$ cat config.mk
export PLATFORM = sky130hd
export DESIGN_NAME = decode_stage
export DESIGN_NICKNAME = d
export VERILOG_FILES = /design/src/rtl/decode_stage.sv
export SDC_FILE = /design/constraint.sdc
export NUM_CORES = 2
export LEC_CHECK = 0
export CORE_MARGIN = 3
export CORE_UTILIZATION = 55
export DETAILED_ROUTE_END_ITERATION = 6
export HOLD_SLACK_MARGIN = 0.02
export PLACE_DENSITY = 0.77
export SKIP_CTS_REPAIR_TIMING = 1
export SYNTH_ARGS = -nofsm -noshare
export SYNTH_HDL_FRONTEND = slang
export SYNTH_SLANG_ARGS = --single-unit
$ cat constraint.sdc
create_clock -name CK_REF -period 2 [get_ports CK_REF]
set_clock_uncertainty 0.1 [all_clocks]
set_input_delay 0.6 -clock CK_REF [delete_from_list [all_inputs] [get_ports CK_REF]]
set_output_delay 0.6 -clock CK_REF [all_outputs]
set_load 0.05 [all_outputs]
$ cat src/rtl/decode_stage.sv
// RV32I decode stage: register file, operand build and a registered ALU issue bundle.
// Define DECODE_WB_BYPASS_EN to forward same-edge writeback data into the operands.
module decode_stage #(
  parameter int XLEN  = 32,
  parameter int NREGS = 32
) (
  input  logic            CK_REF,
  input  logic            RST_N,
  input  logic [31:0]     INSTR,
  input  logic [XLEN-1:0] PC,
  input  logic            INSTR_VALID,
  output logic            INSTR_READY,
  input  logic            STALL,
  input  logic            WB_EN,
  input  logic [4:0]      WB_RD,
  input  logic [XLEN-1:0] WB_DATA,
  output logic [3:0]      OP_VAL,
  output logic [XLEN-1:0] A,
  output logic [XLEN-1:0] B,
  output logic [4:0]      RD,
  output logic            RD_WE,
  output logic            ILLEGAL
);

  localparam logic [6:0] OPC_OP    = 7'b0110011;
  localparam logic [6:0] OPC_IMM   = 7'b0010011;
  localparam logic [6:0] OPC_LUI   = 7'b0110111;
  localparam logic [6:0] OPC_AUIPC = 7'b0010111;

  localparam logic [3:0] ALU_ADD  = 4'b0001;
  localparam logic [3:0] ALU_SUB  = 4'b0010;
  localparam logic [3:0] ALU_SLT  = 4'b0011;
  localparam logic [3:0] ALU_SLTU = 4'b1011;
  localparam logic [3:0] ALU_AND  = 4'b0100;
  localparam logic [3:0] ALU_OR   = 4'b0101;
  localparam logic [3:0] ALU_XOR  = 4'b0110;
  localparam logic [3:0] ALU_SLL  = 4'b0111;
  localparam logic [3:0] ALU_SRL  = 4'b1000;
  localparam logic [3:0] ALU_SRA  = 4'b1001;

  function automatic logic [3:0] alu_op(input logic [2:0] f3, input logic alt);
    case (f3)
      3'b000:  alu_op = alt ? ALU_SUB : ALU_ADD;
      3'b001:  alu_op = ALU_SLL;
      3'b010:  alu_op = ALU_SLT;
      3'b011:  alu_op = ALU_SLTU;
      3'b100:  alu_op = ALU_XOR;
      3'b101:  alu_op = alt ? ALU_SRA : ALU_SRL;
      3'b110:  alu_op = ALU_OR;
      default: alu_op = ALU_AND;
    endcase
  endfunction

  logic [XLEN-1:0] regs [NREGS];

  logic [6:0] opcode;
  logic [4:0] rd, rs1, rs2;
  logic [2:0] f3;
  logic       f7_zero, f7_alt, is_shift;
  logic signed [XLEN-1:0] imm_i;
  logic [XLEN-1:0] imm_u, rs1_val, rs2_val;

  assign opcode   = INSTR[6:0];
  assign rd       = INSTR[11:7];
  assign f3       = INSTR[14:12];
  assign rs1      = INSTR[19:15];
  assign rs2      = INSTR[24:20];
  assign f7_zero  = (INSTR[31:25] == 7'b0000000);
  assign f7_alt   = (INSTR[31:25] == 7'b0100000);
  assign is_shift = (f3 == 3'b001) || (f3 == 3'b101);
  assign imm_i    = {{(XLEN-12){INSTR[31]}}, INSTR[31:20]};
  assign imm_u    = {INSTR[31:12], 12'b0};

`ifdef DECODE_WB_BYPASS_EN
  assign rs1_val = (rs1 == 5'd0) ? '0 : (WB_EN && WB_RD == rs1) ? WB_DATA : regs[rs1];
  assign rs2_val = (rs2 == 5'd0) ? '0 : (WB_EN && WB_RD == rs2) ? WB_DATA : regs[rs2];
`else
  assign rs1_val = (rs1 == 5'd0) ? '0 : regs[rs1];
  assign rs2_val = (rs2 == 5'd0) ? '0 : regs[rs2];
`endif

  // p0: combinational decode of the offered instruction
  logic            vld_p0, dec_ok;
  logic [3:0]      dec_op;
  logic [XLEN-1:0] dec_a, dec_b;

  assign vld_p0      = INSTR_VALID && !STALL;
  assign INSTR_READY = !STALL;

  always_comb begin
    dec_ok = 1'b0;
    dec_op = 4'b0000;
    dec_a  = rs1_val;
    dec_b  = rs2_val;
    case (opcode)
      OPC_OP: begin
        dec_ok = f7_zero || (f7_alt && (f3 == 3'b000 || f3 == 3'b101));
        dec_op = alu_op(f3, f7_alt);
        if (is_shift) dec_b = {{(XLEN-5){1'b0}}, rs2_val[4:0]};
      end
      OPC_IMM: begin
        // Only shifts carry funct7; elsewhere those bits are immediate.
        dec_ok = (f3 == 3'b001) ? f7_zero :
                 (f3 == 3'b101) ? (f7_zero || f7_alt) : 1'b1;
        dec_op = alu_op(f3, f7_alt && (f3 == 3'b101));
        dec_b  = is_shift ? {{(XLEN-5){1'b0}}, rs2} : imm_i;
      end
      OPC_LUI: begin
        dec_ok = 1'b1;
        dec_op = ALU_ADD;
        dec_a  = '0;
        dec_b  = imm_u;
      end
      OPC_AUIPC: begin
        dec_ok = 1'b1;
        dec_op = ALU_ADD;
        dec_a  = PC;
        dec_b  = imm_u;
      end
      default: dec_ok = 1'b0;
    endcase
  end

  // p1: registered issue bundle seen by the ALU
  logic [3:0]      op_p1;
  logic [XLEN-1:0] a_p1, b_p1;
  logic [4:0]      rd_p1;
  logic            rd_we_p1, ill_p1;

  always_ff @(posedge CK_REF or negedge RST_N) begin
    if (!RST_N) begin
      op_p1    <= 4'b0000;
      a_p1     <= '0;
      b_p1     <= '0;
      rd_p1    <= 5'd0;
      rd_we_p1 <= 1'b0;
      ill_p1   <= 1'b0;
    end else if (!STALL) begin
      op_p1    <= 4'b0000;
      rd_we_p1 <= 1'b0;
      ill_p1   <= 1'b0;
      if (vld_p0) begin
        if (dec_ok) begin
          op_p1    <= dec_op;
          a_p1     <= dec_a;
          b_p1     <= dec_b;
          rd_p1    <= rd;
          rd_we_p1 <= (rd != 5'd0);
        end else begin
          ill_p1   <= 1'b1;
        end
      end
    end
  end

  always_ff @(posedge CK_REF or negedge RST_N) begin
    if (!RST_N) begin
      for (int i = 0; i < NREGS; i++) regs[i] <= '0;
    end else if (WB_EN && WB_RD != 5'd0) begin
      regs[WB_RD] <= WB_DATA;
    end
  end

  assign OP_VAL  = op_p1;
  assign A       = a_p1;
  assign B       = b_p1;
  assign RD      = rd_p1;
  assign RD_WE   = rd_we_p1;
  assign ILLEGAL = ill_p1;

endmodule

======== Word level (Yosys, flattened, before mapping) ========
Index checks and enable logic that the tools add are counted.
Widths: inputs -> output; s select.
storage, ports and cells
  memory bits (read-only) ................. 0
  input port bits ......................... 106
  output and inout port bits .............. 76
  bits in writable memories ............... 0
  latch bits .............................. 0
  memories kept ........................... 0
  register bits after elaboration ......... 1099
cells by class
  equality and inequality tests ........... 11
  add/sub/neg operators ................... 0
  multiplexer cells ....................... 31
  $lt $le $gt $ge ......................... 4
  bitwise logic cells ..................... 4
  reduce and logical (&&, ||, !) cells .... 18
  shift operators ......................... 0
  div/mod/pow operators ................... 0
  multiply operators ...................... 0
operator list
  kind                count
  $bwmux 1024         1
  $bmux 32 s5         2
  $mux 32             9
  $demux 32 s5        1
  $pmux 32 s3         1
  $pmux 32 s2         1
  $pmux 4 s7          2
  $eq 7x6->1 const B  3
  $ge 6x6->1 const B  3
  $not 5->6           3
  $eq 7x5->1 const B  2
  $pmux 4 s3          1
  $logic_not 5->1     2
  $reduce_bool 5->1   2
  $eq 3x3->1 const B  3
  $mux 1              8
  $mux 4              2
  $logic_not 7->1     1
  $eq 3x2->1 const B  2
  $lt 6x1->1 const B  1
  $logic_and 1x1->1   5
  $logic_or 1x1->1    4
  $mux 2              2
  $eq 3x1->1 const B  1
  6 further kinds     6

======== Longest topological paths before layout ========
  word-level depth ........................ 7
  gate-level depth with buffers ........... 10
  gate-level depth less buffers ........... 6

======== Worst setup path before layout ========
No wires, ideal clock.
  path type ............................... input to register
  start ................................... input INSTR[20]
  end ..................................... register b_p1[5] (netlist: B[5])
  arrival ................................. 2266 ps
  cell stages on the path ................. 8
  setup time .............................. 131 ps
  setup slack ............................. -498 ps
  cell sequence ........................... buf_4 -> buf_6 -> buf_2 -> mux4_2 -> mux2i_1 -> o22ai_1 -> a2111oi_0 -> o21ai_1
between the ends
  longest elaborated chain between the ends .. 7
  elaborated cells between the ends (all ways) .. 8
RTL lines
  what                                         RTL line  source
  from (decl)                                  9         input logic [31:0] INSTR,
  $not 5->6 (implied by the code)              79        assign rs2_val = (rs2 == 5'd0) ? '0 : regs[rs2];
  $bmux 32 s5                                  79
  $mux 32 (implied by the code) (2 in series)  79
  $mux 32 (*)                                  79
  $mux 32                                      99        if (is_shift) dec_b = {{(XLEN-5){1'b0}}, rs2_val[4:0]};
  $pmux 32 s3 (*)                              95        case (opcode)
  to (signal assigned)                         134       b_p1 <= '0;
  to (signal assigned)                         146       b_p1 <= dec_b;
  to (decl)                                    126       logic [XLEN-1:0] a_p1, b_p1;
Every way passes the cells marked *; elsewhere a longest branch is shown, timed or not. The select of a mux whose other input is x is not followed.
A chain may end at the register's enable or synchronous reset.

======== Worst setup path in the final report ========
  start ................................... input INSTR[28]
  end ..................................... register a_p1[1] (netlist: A[1])
between the ends
  longest elaborated chain between the ends .. 6
  elaborated cells between the ends (all ways) .. 9
RTL lines
  what                                                  RTL line  source
  $eq 7x6->1 / $logic_not 7->1 (equally long branches)  69, 68
  $logic_or 1x1->1                                      104       (f3 == 3'b101) ? (f7_zero || f7_alt) : 1'b1;
  $mux 1                                                104
  $mux 1                                                103       dec_ok = (f3 == 3'b001) ? f7_zero :
  $pmux 1 s3 (*)                                        95
  $reduce_and 3->1 (no line) (*)                        n/a
  to (signal assigned)                                  133       a_p1 <= '0;
  to (signal assigned)                                  145       a_p1 <= dec_a;
  to (decl)                                             126
Every way passes the cells marked *; elsewhere a longest branch is shown, timed or not.

==> results.cfg <==
[clocking]
clock-sinks = 1099
cts.path.max_buffers = 3
cts_max_level = 3
clkSlewWorstSetupHoldPaths_ns = 0.06
ctsRootBufferMaster = clkbuf_16
clock_latency_ns = 0.71
cts_buffers = 114
cts_tree = built

[setup_path]
critPathKind = primary input to register
critical_path.max_fanout = 8
cp.arrival_ns = 2.95
startpoint_type = primary input
worstPathRequired_ns = 2.48
reg2regPathDepth = 6
crit_path_end_kind = register

[logic_synthesis]
ys_types = 57
seq_area_frac_synth_pct = 48.0
avgSynthCellArea_um2 = 13.9
ys_ff_latch = 1099
synth_cells = 4116
async_flop_share_pct = 100
synth-edff-count = 0
synthesis.nets = 4222
synth_ff_type = dfrtp_1
ys_warn_count = 0
netlist_area_mm2 = 0.0573

[grt]
grt_pass1_wl_um = 287000
overflow = 0
antenna_found_initial = 5
grt_pass1_vias = 43100
grt_max_degree = 87
groute.usage.overall_pct = 36.0

[sta]
fmax_mhz = 405
relSlewSlack_pct = 62.1
drv_slew = 0
setup_viol = 112
tightest_slew_ns = 0.565
rsz0062_at_grt = true
fin_ws_ns = -0.468
fin_hold_ws_ns = 0.257
fin_tns_setup_ns = -31.46
min_period_ns = 2.47
finalCritPeriodShare_pct = 123
hold_violations = 0

[pwr]
p_sw_mw = 19.2
clock_power_share_pct = 34.6
power_frac_seq_pct = 43.3
p_comb_share_pct = 22.0
p_leak_nw = 32.4
irDropWorstVdd_uv = 791
intPower_mw = 49.8
p_total_mw = 69.0
p_per_area_mw_per_mm2 = 952
switching_share_pct = 27.8

[placed_design]
place_congestion = 0.948
port_buffers = 181
placed_area_mm2 = 0.0665
dp_hpwl_um = 130000

[routing]
ant_nets = 0
drc = 0
drt-total-wl_um = 201000
viasPerCell = 6.99
drtIter0Drc = 5647
drt_pass1_iterations = 5
wl_per_cell_um = 32.9
vias = 42800

[floorplan]
row_count = 117
dieArea_mm2 = 0.108
pin_count = 182
start_util_pct = 55.9
fp.dieH_um = 329
fp.dieW_um = 329
core_area_mm2 = 0.103

[run_status]
violations = negative setup slack
status = finished, violations left

[final_layout]
final_common_cell = dfrtp_1
area_delta_synth_final_pct = 26.5
fin_area_mm2 = 0.0725
fin_nets = 4760
final_cell_mix = dfrtp_1, mux2_2, buf_4
drive_gt1_share_pct = 54.1

[worst_hold_path]
hp-class = primary input to asynchronous set/reset pin

[run]
cap_violations = 0
## layout make-up
type,count,area [µm²]
flip-flops and latches,1099,27500
inverters,5,23.8
multi-input cells,2568,28900
well taps,1368,1710
repair buffers,866,10100
clock inverters,47,818
diodes,4,10.0
fillers,6431,30100
clock buffers,162,3390
## through the flow
step / cells / utilization (%) / setup slack, ns
2_1_floorplan: 4116 / - / -0.398
3_3_place_gp: 5832 / 64.8 / -1.19
3_5_place_dp: 5832 / 64.8 / -1.28
4_1_cts: 6041 / 68.9 / -0.534
5_1_grt: 6116 / 70.6 / -0.449
6_report: 6119 / 70.6 / -0.468
## worst paths after layout
path | endpoint | startpoint | slack (ns)
max | A[1] | INSTR[28] | -0.47
min | regs[30] | RST_N | 0.26
max reg2reg | B[5] | regs[485] | -0.06
min reg2reg | regs[1020] | regs[1020] | 0.30
max in group asynchronous | regs[59] | RST_N | 0.67
min in group CK_REF | RD_WE | STALL | 0.26
## state kept, by name (all words and copies together), names as in the netlist
name and count:
RD 5, A 32, OP_VAL 4, ILLEGAL 1, RD_WE 1, B 32, regs 1024
## power by group through the flow
stage               clock network [mW]  registers, mW  logic (mW)
floorplan                            0           29.2        9.25
detailed placement                   0           29.9        14.5
CTS                               24.0           29.6        14.6
finish                            23.9           29.9        15.2
global placement                     0           29.7        14.0
global route                      24.9           30.2        16.1
## worst max-delay path: stages
cell and delay (ns):
dlymetal6s2s_1 0.21, or4_4 0.61, nor3_4 0.28, nand4_1 0.27, a31o_4 0.43, clkbuf_16 0.24
a22oi_2 0.19, nand2_1 0.09
## layer usage
layer / global-route usage, % / wire length [µm] / vias to the layer above
met1: 47.8 / 73000 / 22200
met5: 0 / 13 / -
met3: 9.90 / 24200 / 791
li1: - / - / 16800
met4: 19.4 / 14200 / 2
met2: 54.1 / 89900 / 3046
## kinds of logic (layout without fill, tap and decap cells)
family / count (synthesis) / after routing / share of synthesized area [%]
other: 0 / 4 / 0
XOR/XNOR: 3 / 3 / 0.0458
flip-flops: 1099 / 1099 / 48.0
multiplexers: 1711 / 1711 / 40.3
AND/OR/NAND/NOR: 455 / 455 / 3.66
buffers and inverters: 449 / 1080 / 3.20
AO/OA/AOI/OAI: 399 / 399 / 4.81
## synth_stat cells (all sizes together), types with 4 or more instances
master,number,area (µm²)
nand2b,5,31.3
o21ai,17,85.1
buf,161,754
mux2,999,11200
nand2,196,736
nand4,34,213
a2111oi,8,70.1
and3,4,25.0
inv,5,18.8
mux2i,334,3340
dfrtp,1099,27500
nor3b,6,45.0
nand3,110,551
a31oi,21,131
clkbuf,283,1060
a211oi,4,35.0
a21oi,71,359
nor2b,10,62.6
a22oi,224,1680
nor2,63,236
nor3,9,56.3
o22ai,36,225
mux4,378,8510
(Power assumes the default switching activity.)
